### src/rtl/softsign_core_arbiter.sv
// Round-robin arbiter sharing one fixed-latency Softsign core among NUM_REQ requesters.
// Build option: SOFTSIGN_ARB_FIXED_PRIO_EN selects fixed lowest-index priority.
module softsign_core_arbiter #(
    parameter int NUM_REQ  = 4,
    parameter int DATA_W   = 32,
    parameter int CORE_LAT = 4
) (
    input  logic                      clk,
    input  logic                      rst_n,
    input  logic [NUM_REQ-1:0]        req_valid,
    input  logic [NUM_REQ*DATA_W-1:0] req_data,
    output logic [NUM_REQ-1:0]        req_ready,
    output logic                      core_valid_in,
    output logic [DATA_W-1:0]         core_data_in,
    input  logic                      core_valid_out,
    input  logic [DATA_W-1:0]         core_data_out,
    output logic [NUM_REQ-1:0]        resp_valid,
    output logic [DATA_W-1:0]         resp_data,
    output logic                      busy,
    output logic                      err
);

    localparam int TW = (NUM_REQ > 1) ? $clog2(NUM_REQ) : 1;
    typedef logic [TW-1:0] tag_t;

    logic [NUM_REQ-1:0] grant;
    tag_t               gidx;
    logic               found;
    logic               xfer;
    logic [DATA_W-1:0]  sel_data;
    tag_t               issue_tag;

    logic [CORE_LAT-1:0] tp_v;
    tag_t                tp_tag [CORE_LAT];
    logic                head_v;
    tag_t                head_tag;

`ifdef SOFTSIGN_ARB_FIXED_PRIO_EN
    always_comb begin
        grant = '0;
        gidx  = '0;
        found = 1'b0;
        for (int i = 0; i < NUM_REQ; i++) begin
            if (!found && req_valid[i]) begin
                found    = 1'b1;
                grant[i] = 1'b1;
                gidx     = tag_t'(i);
            end
        end
    end
`else
    tag_t ptr;

    function automatic int rr_idx(input tag_t p, input int k);
        return (int'(p) + k) % NUM_REQ;
    endfunction

    // Search starts at ptr and wraps, so the last winner gets lowest priority
    always_comb begin
        grant = '0;
        gidx  = '0;
        found = 1'b0;
        for (int k = 0; k < NUM_REQ; k++) begin
            if (!found && req_valid[rr_idx(ptr, k)]) begin
                found                 = 1'b1;
                grant[rr_idx(ptr, k)] = 1'b1;
                gidx                  = tag_t'(rr_idx(ptr, k));
            end
        end
    end

    always_ff @(posedge clk or negedge rst_n) begin
        if (!rst_n) begin
            ptr <= '0;
        end else if (xfer) begin
            if (int'(gidx) == NUM_REQ - 1) begin
                ptr <= '0;
            end else begin
                ptr <= gidx + tag_t'(1);
            end
        end
    end
`endif

    // No grant may leak out while reset is held
    assign req_ready = rst_n ? grant : '0;
    assign xfer      = rst_n & found;

    always_comb begin
        sel_data = '0;
        for (int i = 0; i < NUM_REQ; i++) begin
            if (grant[i]) begin
                sel_data = req_data[i*DATA_W +: DATA_W];
            end
        end
    end

    always_ff @(posedge clk or negedge rst_n) begin
        if (!rst_n) begin
            core_valid_in <= 1'b0;
            core_data_in  <= '0;
            issue_tag     <= '0;
        end else begin
            core_valid_in <= xfer;
            if (xfer) begin
                core_data_in <= sel_data;
                issue_tag    <= gidx;
            end
        end
    end

    // Tag pipeline head lines up with core_valid_out
    always_ff @(posedge clk or negedge rst_n) begin
        if (!rst_n) begin
            tp_v <= '0;
            for (int k = 0; k < CORE_LAT; k++) begin
                tp_tag[k] <= '0;
            end
        end else begin
            tp_v[0]   <= core_valid_in;
            tp_tag[0] <= issue_tag;
            for (int k = 1; k < CORE_LAT; k++) begin
                tp_v[k]   <= tp_v[k-1];
                tp_tag[k] <= tp_tag[k-1];
            end
        end
    end

    assign head_v   = tp_v[CORE_LAT-1];
    assign head_tag = tp_tag[CORE_LAT-1];

    always_ff @(posedge clk or negedge rst_n) begin
        if (!rst_n) begin
            resp_valid <= '0;
            resp_data  <= '0;
            err        <= 1'b0;
        end else begin
            resp_valid <= '0;
            if (core_valid_out && head_v) begin
                for (int i = 0; i < NUM_REQ; i++) begin
                    resp_valid[i] <= (head_tag == tag_t'(i));
                end
                resp_data <= core_data_out;
            end
            if (core_valid_out != head_v) begin
                err <= 1'b1;
            end
        end
    end

    assign busy = core_valid_in | (|tp_v) | (|resp_valid);

endmodule
### config.mk
export PLATFORM = sky130hd
export DESIGN_NAME = softsign_core_arbiter
export DESIGN_NICKNAME = d
export VERILOG_FILES = /design/src/rtl/softsign_core_arbiter.sv
export SDC_FILE = /design/constraint.sdc
export NUM_CORES = 1
export LEC_CHECK = 0
export CAP_MARGIN = 40
export CORE_ASPECT_RATIO = 0.7
export CORE_MARGIN = 4
export CORE_UTILIZATION = 34
export CTS_CLUSTER_DIAMETER = 120
export DETAILED_ROUTE_END_ITERATION = 16
export PLACE_DENSITY = 0.68
export SLEW_MARGIN = 15
export SYNTH_ARGS = -nofsm -noshare
export SYNTH_HDL_FRONTEND = slang
export SYNTH_SLANG_ARGS = --single-unit
### constraint.sdc
create_clock -name clk -period 4.55 [get_ports clk]
set_clock_uncertainty 0.15 [all_clocks]
set_input_delay 1.1375 -clock clk [delete_from_list [all_inputs] [get_ports clk]]
set_output_delay 1.1375 -clock clk [all_outputs]
set_load 0.01 [all_outputs]
## Yosys cells after proc, flatten, opt, wreduce, memory -nomap -nowiden

Cells that the tools add are included.

- Bitwise gates (word level): 9
- Multiply operators: 0
- Eq/ne operators: 5
- Multiplexer cells: 38
- Shift operators: 0
- $add $sub $neg: 4
- Div/mod/pow operators: 0
- Reduce and logical (&&, ||, !) cells: 17
- Order comparisons: 8

Operator list:

| kind | count |
|---|---|
| $mux 32 | 4 |
| $mux 4 | 6 |
| $mux 1 | 15 |
| $lt 3x4->1 const B | 3 |
| $or 4x4->4 | 3 |
| $mux 2 | 5 |
| $ge 3x1->1 const B | 3 |
| $bmux 1 s2 | 4 |
| $demux 1 s2 | 4 |
| $logic_and 1x1->1 | 8 |
| $reduce_or 4->1 | 2 |
| $reduce_or 2->1 | 3 |
| $add 2x1->2 const B | 2 |
| $add 2x2->2 const B | 2 |
| $eq 2x1->1 const B | 2 |
| $eq 2x2->1 const B | 2 |
| $and 1x1->1 const A | 3 |
| $logic_not 1->1 | 3 |
| $lt 2x3->1 const B | 1 |
| $ge 2x1->1 const B | 1 |
| $logic_not 2->1 | 1 |
| $or 1x1->1 | 2 |
| $and 1x1->1 | 1 |
| $ne 1x1->1 | 1 |

- Bits in latches: 0
- ROM bits: 0
- Memories: 0
- Flip-flop bits (word level): 86
- Memory bits (writable): 0

## Logic depth before layout (Yosys ltp)

- Depth after elaboration: 18
- Depth in mapped cells: 13

## Worst setup path before layout

Ideal clock, no wire load.

- Path kind: input port to output port
- Start point: in req_valid[2]
- End point: out req_ready[3]
- Cell stages on the path: 7
- Slack: 0.155 ns
- Path buffers: 3
- Arrival time: 3.107 ns
- Path through: mux4_2 nor4b_4 nand2_1 clkbuf_1 clkbuf_1 clkbuf_1 a21boi_0

- Word-level cells in the longest chain between the ends: 13

Ends and longest elaborated chain:

| item | RTL line | text |
|---|---|---|
| start: declaration | 10 | `input logic [NUM_REQ-1:0] req_valid,` |
| $bmux 1 s2 | 64 | `if (!found && req_valid[rr_idx(ptr, k)]) begin` |
| $mux 1 (implied by the code) | 64 |  |
| $mux 1 | 64 |  |
| $logic_not 1->1 | 64 |  |
| $logic_and 1x1->1 | 64 |  |
| $mux 1 | 64 |  |
| $logic_not 1->1 | 64 |  |
| $logic_and 1x1->1 | 64 |  |
| $mux 1 | 64 |  |
| $logic_not 1->1 | 64 |  |
| $logic_and 1x1->1 | 64 |  |
| $mux 4 (*) | 64 |  |
| $mux 4 (*) | 86 | `assign req_ready = rst_n ? grant : '0;` |
| end: declaration | 12 | `output logic [NUM_REQ-1:0] req_ready,` |

Mark *: on every way between the ends. The rest lies on a longest branch, timed or not. The select of a mux whose other input is x is not followed.

## Final worst setup path

- Start point: in req_valid[3]
- End point: out req_ready[2]

The elaborated chain is that of the path after synthesis.

==> flow_summary.yaml <==
logic_synthesis:
  synth_top_cell_area_share: 0.4074
  synth_top_cell_by_area: "dfrtp_1"
  ys_warn_count: 0
  ys.flop_type: "dfrtp_1"
  avgSynthCellArea_um2: 9.251
  syn-num-nets: 746
  async_flop_share: 1.000
  synth_edf_count: 0
  ys_seq_area_frac: 0.4074
  synthesis.area_um2: 5283
  synth_seq_cells: 86
  yosysUniqueCellTypes: 41
  synth_area_leaders: "dfrtp_1 (41%), mux2_2 (7.0%), a2111oi_0 (5.3%), a21boi_0 (4.8%), nor3b_1 (4.8%)"
  syn_inst: 571
floorplan:
  initial_core_util: 0.3533
  fp.dieArea_um2: 17630
  core_area_um2: 14950
  die_y_um: 112.3
  num_rows: 37
  die_x_um: 157.0
  ios: 242
critical_path:
  crit_type: "primary input to primary output"
  cp_max_fo: 7
  cp-end-kind: "primary output"
  crit_buf_inv: 4
  start_kind: "primary input"
  r2r_end: "core_data_in[20]"
  crit_chain: "dlygate4sd2_1 > mux4_2 > buf_4 > nor4b_4 > buf_4 > nand2_1 > nand2_1 > and2_1 > clkdlybuf4s15_2"
  worstPathRequired_ns: 3.26
  worst_path_max_delay_cell: "mux4_2"
  r2r_slack_ns: 0.95
  max_stage_delay_ns: 0.48
  cp_top_family: "buffers and inverters"
  worstPathArrival_ns: 3.07
  ff2ff_path_depth: 11
cts:
  clock_sinks: 86
  htreeDepth: 3
  insertion_delay_ns: 0.34
  postCtsHoldBufs: 0
  cts_root_buf: "clkbuf_16"
  cts_tree: "yes"
  clk_path_buf_depth: 2
  clk_pin_slew_ns: 0.06
  numCtsBuffers: 9
grt:
  grtUsageTotal: 0.2166
  antenna_found_initial: 0
  overflow: 0
  grt_pass1_vias: 5628
  grt_max_degree: 65
  grt_pass1_wl_um: 30730
cells_and_area:
  regArea_um2: 2152
  areaGrowthSynthToFinish_pct: 57.79
  final_cells: 1003
  multi_input_area_um2: 2786
  final_layout_size_suffix_gt1_frac: 0.1262
  fillers: 1342
  final_util: 0.5574
  finalNetCount: 978
  antennaDiodeCount: 0
  design_area_um2: 8335
detailed_routing:
  drt_iter0_drc: 297
  vias_per_cell: 5.528
  drc: 0
  num_vias: 5545
  drtAntennaViolNets: 0
  wirelength_um: 19700
  route.detailed.wl_per_inst_um: 19.64
  dr.pass1.iters: 5
timing:
  fmax_mhz: 229.4
  final_max_slew_viol_count: 0
  rsz0062_at_grt: "false"
  finalHoldViolCount: 0
  fin_crit_sh: 0.9579
  fin_tns_setup_ns: 0
  worstMarginPinSlew_ns: 0.7057
  min_period_ns: 4.358
  final.setup.worst_slack_ns: 0.1917
  relSlewSlack: 0.5295
  whs_ns: 0.2002
  setup_viol: 0
placement:
  gp_congestion: 0.8152
  dpl.cell_count: 983
  hpwl_um: 14150
  dpl-instance-area_um2: 8005
  port_buffers: 241
  pre_cts_ws_ns: -0.4744
hold_path:
  min_path_cells: 0
  hold_path_end: "tp_tag[2]"
  hold_class: "flop to flop"
  hold_start: "tp_tag[4]"
pwr:
  power.total_mw: 5.429
  leakagePower_nw: 3.287
  p_per_area_nw_per_um2: 651.3
  peakVddDrop_uv: 422.4
job:
  drv_cap: 0
run_status:
  status: "finished, final reports clean"
==> worst max-delay path by stage <==
stage                      start      endpoint  slack, ns  cells after the start
finish              req_valid[3]  req_ready[2]       0.19                      9
global route        req_valid[3]  req_ready[3]       0.10                      9
CTS                 req_valid[2]  req_ready[3]       0.01                      9
detailed placement  req_valid[3]  req_ready[0]      -0.47                      6
global placement    req_valid[3]  req_ready[0]      -0.34                      6
floorplan           req_valid[2]  req_ready[3]       0.16                      7
==> cells in the mapped netlist (2+ instances only) <==
library cell / number
dfrtp_1: 86
clkbuf_1: 47
nand2_1: 43
inv_1: 37
nor2_1: 36
a21boi_0: 34
nor3b_1: 34
mux2_2: 33
nand3_1: 33
a2111oi_0: 32
a211oi_1: 32
nand4_1: 32
o211ai_1: 32
ha_1: 8
o21ai_0: 8
buf_2: 7
a22o_1: 4
mux4_2: 4
a21oi_1: 3
and2_1: 2
buf_1: 2
nand2b_1: 2
nand3b_1: 2
==> registers in the layout, summed over array words and instances (netlist names), 2 cells and up, named ones only <==
register      count
core_data_in     32
head_tag          2
issue_tag         2
resp_data        32
resp_valid        4
tp_tag            6
tp_v              4
==> routing by layer <==
metal	vias up	track usage	share of wire
li1	2589	-	-
met1	2698	0.2839	0.43
met5	-	0	0
met2	243	0.3500	0.46
met3	15	0.07168	0.099
met4	0	0.04740	0.0091
==> cell type report <==
type | count | share of cell area
inverters | 38 | 0.01711
clock inverters | 7 | 0.009757
multi-input cells | 390 | 0.3343
clock buffers | 9 | 0.02702
well taps | 195 | 0.02927
repair buffers | 278 | 0.3244
flip-flops and latches | 86 | 0.2582
==> placed cells by master, fill, tap and decap left out, types with 4 or more instances in the layout <==
| cell type | count |
|---|---|
| clkbuf_16 | 9 |
| inv_1 | 37 |
| nand3_1 | 33 |
| mux4_2 | 4 |
| mux2_2 | 33 |
| a2111oi_0 | 32 |
| dfrtp_1 | 86 |
| o211ai_1 | 32 |
| nor3b_1 | 33 |
| nand2_1 | 42 |
| nor2_1 | 36 |
| nand4_1 | 32 |
| o21ai_0 | 8 |
| a211oi_1 | 32 |
| ha_1 | 7 |
| buf_4 | 37 |
| clkdlybuf4s50_1 | 232 |
| dlygate4sd2_1 | 4 |
| a21boi_0 | 32 |
==> report_power, final <==
group	internal [mW]	switching, mW
clock	0.433	0.328
combinational	1.59	1.82
sequential	1.08	0.174
total	3.10	2.32
==> cells by family (layout without fill, tap and decap cells) <==
logic type,Yosys count,count (layout),share of synthesized area
AOI/OAI and AO/OA,151,151,0.2186
and+or+nand+nor,191,191,0.1926
muxes,38,38,0.08930
adders and majority gates,8,8,0.01895
xor gates and xnor gates,2,2,0.003317
DFF,86,86,0.4074
buffers and inverters,95,332,0.06987
==> timing repair <==
item,in CTS,in global routing
gates resized for setup,13,1
endpoints found under the setup margin,4,4
pin swaps,1,1
buffers inserted,3,1
No activity file was read; power rests on OpenSTA's default activity.
